**src/rtl/seq_load_counter.sv**
```systemverilog
// Periodic load/step sequencer: a three-state machine reloads an up/down counter
// once per period and steps it on every enabled cycle for the rest of the period.
module seq_load_counter #(
    parameter int unsigned WIDTH    = 8,
    parameter int unsigned PERIOD   = 4,
    parameter int unsigned STEP     = 1,
    parameter int unsigned SATURATE = 0,
    localparam int unsigned PW      = $clog2(PERIOD)
) (
    input  logic             clk,
    input  logic             rst,
    input  logic             start,
    input  logic             stop,
    input  logic             en,
    input  logic             dir,
    input  logic [WIDTH-1:0] load_val,
    output logic [WIDTH-1:0] s,
    output logic [PW-1:0]    phase,
    output logic             load_pulse,
    output logic             period_done,
    output logic             ovf,
    output logic             busy
);

    typedef enum logic [1:0] {
        StIdle,
        StLoad,
        StRun
    } state_e;

    localparam logic [WIDTH:0] StepExt   = (WIDTH + 1)'(STEP);
    localparam logic [PW-1:0]  LastPhase = PW'(PERIOD - 1);

    state_e           state_q, state_d;
    logic [WIDTH-1:0] s_q, s_d;
    logic [PW-1:0]    phase_q, phase_d;
    logic             stop_pend_q, stop_pend_d;
    logic             ovf_q, ovf_d;

    logic [WIDTH:0]   sum_up, sum_dn;
    logic [WIDTH-1:0] step_val;
    logic             step_ovf;

    // Step arithmetic in WIDTH+1 bits so the top bit is the carry/borrow.
    always_comb begin
        sum_up = {1'b0, s_q} + StepExt;
        sum_dn = {1'b0, s_q} - StepExt;
        if (!dir) begin
            step_ovf = sum_up[WIDTH];
            step_val = (SATURATE != 0 && step_ovf) ? '1 : sum_up[WIDTH-1:0];
        end else begin
            step_ovf = sum_dn[WIDTH];
            step_val = (SATURATE != 0 && step_ovf) ? '0 : sum_dn[WIDTH-1:0];
        end
    end

    // Next-state logic; en=0 holds everything except leaving IDLE on start.
    always_comb begin
        state_d     = state_q;
        s_d         = s_q;
        phase_d     = phase_q;
        stop_pend_d = stop_pend_q;
        ovf_d       = ovf_q;
        unique case (state_q)
            StIdle: begin
                if (en) ovf_d = 1'b0;
                if (start) begin
                    state_d     = StLoad;
                    // start+stop together runs exactly one period
                    stop_pend_d = stop;
                end
            end
            StLoad: begin
                if (en) begin
                    s_d     = load_val;
                    phase_d = PW'(1);
                    ovf_d   = 1'b0;
                    state_d = StRun;
                    if (stop) stop_pend_d = 1'b1;
                end
            end
            StRun: begin
                if (en) begin
                    s_d   = step_val;
                    ovf_d = step_ovf;
                    if (stop) stop_pend_d = 1'b1;
                    if (phase_q == LastPhase) begin
                        phase_d = '0;
                        if (stop_pend_q || stop) begin
                            state_d     = StIdle;
                            stop_pend_d = 1'b0;
                        end else begin
                            state_d = StLoad;
                        end
                    end else begin
                        phase_d = phase_q + PW'(1);
                    end
                end
            end
            default: state_d = StIdle;
        endcase
    end

    // State and datapath registers.
    always_ff @(posedge clk or posedge rst) begin
        if (rst) begin
            state_q     <= StIdle;
            s_q         <= '0;
            phase_q     <= '0;
            stop_pend_q <= 1'b0;
            ovf_q       <= 1'b0;
        end else begin
            state_q     <= state_d;
            s_q         <= s_d;
            phase_q     <= phase_d;
            stop_pend_q <= stop_pend_d;
            ovf_q       <= ovf_d;
        end
    end

    // Registered values out, status decoded from state.
    always_comb begin
        s           = s_q;
        phase       = phase_q;
        ovf         = ovf_q;
        busy        = (state_q != StIdle);
        load_pulse  = (state_q == StLoad);
        period_done = (state_q == StRun) && (phase_q == LastPhase) && en;
    end

endmodule

```
**config.mk**
```make
export PLATFORM = sky130hd
export DESIGN_NAME = seq_load_counter
export DESIGN_NICKNAME = d
export VERILOG_FILES = /design/src/rtl/seq_load_counter.sv
export SDC_FILE = /design/constraint.sdc
export NUM_CORES = 1
export LEC_CHECK = 0
export CAP_MARGIN = 20
export CORE_UTILIZATION = 47
export CTS_CLUSTER_DIAMETER = 150
export DETAILED_ROUTE_END_ITERATION = 12
export HOLD_SLACK_MARGIN = 0.15
export PLACE_DENSITY = 0.89
export SKIP_LAST_GASP = 1
export SYNTH_ARGS = -nofsm -noshare
export SYNTH_HDL_FRONTEND = slang
export SYNTH_SLANG_ARGS = --single-unit
```
**constraint.sdc**
```tcl
create_clock -name clk -period 2.4 [get_ports clk]
set_clock_uncertainty 0.05 [all_clocks]
set_input_delay 0.6 -clock clk [delete_from_list [all_inputs] [get_ports clk]]
set_output_delay 0.6 -clock clk [all_outputs]
set_load 0.01 [all_outputs]
```
### Word level (Yosys, flattened, before mapping)

Index checks and enable logic that the tools add are counted.

| operators by class | value |
|---|---|
| $add $sub $neg | 3 |
| equal/unequal tests | 8 |
| multiplexer cells | 25 |
| reductions and logical operators | 13 |

Operator list:

| operator | count |
|---|---|
| 2-to-1 mux 8 bit | 3 |
| one-hot mux 8 bit (2 select lines) | 1 |
| 2-to-1 mux 2 bit | 7 |
| 2-to-1 mux 1 bit | 10 |
| adder 8 x 1 -> 9 bit, second input constant | 1 |
| subtractor 8 x 1 -> 9 bit, second input constant | 1 |
| != test 2 bit, second input constant | 4 |
| AND reduction 4 bit | 2 |
| one-hot mux 2 bit (3 select lines) | 1 |
| AND reduction 3 bit | 2 |
| nonzero test 2 bit | 3 |
| == test 2 bit, second input constant | 2 |
| one-hot mux 2 bit (2 select lines) | 1 |
| one-hot mux 1 bit (3 select lines) | 1 |
| nonzero test 3 bit | 1 |
| adder 2 x 1 -> 2 bit, second input constant | 1 |
| == test 2 x 1 -> 1 bit, second input constant | 1 |
| logical AND 1 bit | 2 |
| logical NOT 2 bit | 1 |
| != test 2 x 1 -> 1 bit, second input constant | 1 |
| one-hot mux 1 bit (2 select lines) | 1 |
| OR reduction 2 bit | 1 |
| logical OR 1 bit | 1 |

| storage, ports and cells | value |
|---|---|
| flip-flop bits (word level) | 14 |
| input port bits | 14 |
| output and inout port bits | 14 |

### Logic depth before layout (Yosys ltp)

| depth | value |
|---|---|
| word-level depth | 5 |
| gate-level depth with buffers | 7 |

### Worst setup path after synthesis

No wires, ideal clock.

| timing | value |
|---|---|
| path type | flip-flop to output port |
| start | register state_q[0] |
| end | output port period_done |
| arrival | 1.469 ns |
| path slack | 0.281 ns |
| stages on the path, launching flop included | 6 |
| cell sequence | dfrtp_1 -> inv_1 -> ha_1 -> clkbuf_1 -> clkbuf_1 -> and3_1 |

| between the ends | value |
|---|---|
| word-level cells in the longest chain between the ends | 3 |

RTL lines:

| item | line | text |
|---|---|---|
| from (decl) | 34 | `state_e state_q, state_d;` |
| from (signal assigned) | 107 | `state_q <= StIdle;` |
| from (signal assigned) | 113 | `state_q <= state_d;` |
| == test 2 bit | 128 | `period_done = (state_q == StRun) && (phase_q == LastPhase) && en;` |
| logical AND 1 bit (2 in series) | 128 |  |
| to (decl) | 20 | `output logic period_done,` |

No other way between the ends.

### Worst setup path after layout

| timing | value |
|---|---|
| start | register state_q[1] |
| end | output port load_pulse |

| between the ends | value |
|---|---|
| word-level cells in the longest chain between the ends | 1 |

RTL lines:

| item | line | text |
|---|---|---|
| == test 2 x 1 -> 1 bit | 127 | `load_pulse = (state_q == StLoad);` |
| to (decl) | 19 | `output logic load_pulse,` |

No other way between the ends.

==> flow_summary.yaml <==
status:
  status: "finished clean"
timing:
  post-route-min-period_ns: 2.33
  finalHoldViolCount: 0
  maxSlewViolCount: 0
  rsz0062_at_grt: "no"
  tns_ns: 0
  slew_headroom_pct: 64.2
  fin_crit_sh_pct: 97.0
  tightest_slew_ns: 0.537
  fin_ws_ns: 0.0712
  finalSetupViolCount: 0
  fmax_mhz: 429
placed_design:
  gp_congestion: 0.829
  placement.io_buffers: 27
  dpl.hpwl_mm: 1.75
  pre_cts_ws_ns: 0.000624
clock_network:
  cts_hold_buf: 0
  clkSinkCount: 14
  cts_root_buffer: "clkbuf_4"
  cts.clk_slew.worst_paths_ns: 0.09
  cts.path.max_buffers: 2
  cts.repair.resized: 1
  cts_setup_buffers: 0
  cts_made_buffers: 3
  htree_levels: 1
  worstSkewPairLatency_ns: 0.29
  cts_tree: "built"
global_route:
  antenna_found_initial: 0
  grt_pass1_vias: 908
  gr-total-overflow: 0
  grt_pass1_wl_mm: 4.01
  track_usage_pct: 22.1
  grt_max_degree: 32
power:
  leakage_nw: 0.564
  ir_drop_v: 0.000643
  power.density_nw_per_um2: 1180
yosys:
  synth.net_count: 141
  synth_common_cells: "dfrtp_1 (14), nand2_1 (13), o21ai_0 (11), a21oi_1 (8), inv_1 (8)"
  async_flop_share_pct: 100
  synth_edf_count: 0
  synth_top_area_share_pct: 33.9
  ys_seq_area_share_pct: 33.9
  synth_cell_type_count: 40
  yosysMostFrequentCell: "dfrtp_1"
  ys.flop_type: "dfrtp_1"
  yosys-top-cells-area: "dfrtp_1 (34%), ha_1 (8.5%), o21ai_0 (5.3%), nand2_1 (4.7%), a21oi_1 (3.9%)"
  ys_seq_elements: 14
  syn_inst: 120
  yosys_warnings: 0
  yosys.area.top_type: "dfrtp_1"
  syn_area_per_cell_um2: 8.60
  synth.cell_area_um2: 1030
min_path:
  hp-class: "flop to flop"
route:
  drt_pre_antenna_iters: 6
  wl_mm: 2.48
  wl_per_cell_um: 14.2
  via_count: 1027
  drt.antenna.violating_nets: 0
  routed_via_density: 5.87
  drt_iter0_markers: 30
  drc: 0
floorplan:
  placementRows: 16
  die-area_um2: 2390
  ioPinCount: 28
  die_y_um: 48.9
  die_w_um: 48.9
  coreArea_um2: 2020
  start_util_pct: 51.1
critical_path:
  path_cells: "inv_1 > ha_2 > clkdlybuf4s50_1"
  arrival_ns: 1.68
  end_kind: "primary output"
  path_class: "flop to primary output"
  crit_required_ns: 1.75
  cp_slowest_stage_delay_ns: 0.57
  cp_max_fo: 6
  slowest_stage: "clkdlybuf4s50_1"
  start_kind: "flop"
finish:
  final_net_count: 170
  area_growth_pct: 32.7
  nFillCells: 158
  drive_gt1_share_pct: 10.8
  n_antenna_cell: 0
job:
  maxCapViolations: 0
-- state kept, by name (all words and copies together), names as in the netlist --
register	flops
ovf	1
phase	2
s	8
state_q	2
stop_pend_q	1
-- routing by layer --
metal / global-route usage, % / up-vias / part of all wire [%]
met5: 0 / - / 0
li1: - / 493 / -
met2: 37.7 / 34 / 48
met3: 2.80 / 4 / 4.3
met4: 11.8 / 0 / 2.2
met1: 27.1 / 496 / 45
-- cell usage in the layout, fill, tap and decap left out, types with 2 or more instances in the layout --
cell type | synthesis | routed
a21oi_1 | 8 | 8
a2bb2oi_1 | 3 | 3
buf_4 | 1 | 4
clkbuf_4 | 0 | 3
clkdlybuf4s50_1 | 0 | 26
dfrtp_1 | 14 | 13
ha_1 | 7 | 6
inv_1 | 8 | 8
mux2_2 | 2 | 2
nand2_1 | 13 | 13
nand4b_1 | 2 | 2
nor2_1 | 4 | 4
nor2b_1 | 5 | 5
nor3_1 | 2 | 2
nor3b_1 | 3 | 3
nor4_1 | 2 | 2
o21ai_0 | 11 | 11
o22a_1 | 2 | 2
o22ai_1 | 6 | 6
or3_1 | 2 | 2
-- final timing paths --
check	endpoint	slack [ns]	start	cells past startpoint
max	load_pulse	0.07	state_q[1]	3
min	ovf	0.48	ovf	2
max reg2reg	s[7]	0.49	state_q[0]	7
min reg2reg	ovf	0.48	ovf	2
max in group asynchronous	state_q[1]	1.32	rst	2
min in group asynchronous	phase[0]	0.59	rst	2
-- final cells by class --
type | instances | area (um2) | area share, %
inverter | 8 | 30.0 | 2.19
clock buffer | 4 | 36.3 | 2.65
tap | 27 | 33.8 | 2.47
multi-input combinational | 91 | 616 | 44.9
sequential | 14 | 352 | 25.7
timing repair buffer | 31 | 303 | 22.1
-- through the flow --
stage          area, um2  std cells  hold WS, ns  power [mW]  utilization, %
3_3_place_gp        1330        171        0.447        1.37            65.7
5_1_grt             1370        175        0.513        1.73            67.8
6_report            1370        175        0.485        1.61            67.8
3_5_place_dp        1330        171        0.466        1.42            65.7
4_1_cts             1370        175        0.485        1.60            67.6
2_1_floorplan       1030        120        0.439        1.08               -
-- power by group --
group          internal [mW]  total [mW]  switching, mW
clock                 0.0925       0.178         0.0851
sequential             0.343       0.512          0.169
combinational          0.475       0.923          0.448
total                  0.910        1.61          0.702
-- critical path, delay by kind of cell (launching register included) --
| kind | cells | cell delay (ns) |
|---|---|---|
| flip-flops | 1 | 0.45 |
| buffers and inverters | 2 | 0.68 |
| adder cells (fa/ha/maj) | 1 | 0.26 |
-- cells by family after synthesis --
group,Yosys count,share of synthesized area (%)
AND/OR/NAND/NOR,39,20.8
AO/OA/AOI/OAI,41,26.1
adder cells (fa/ha/maj),7,8.48
XOR/XNOR,1,0.849
multiplexers,3,3.15
buffers and inverters,15,6.67
flip-flops,14,33.9
Power figures use the tool's default switching activity.
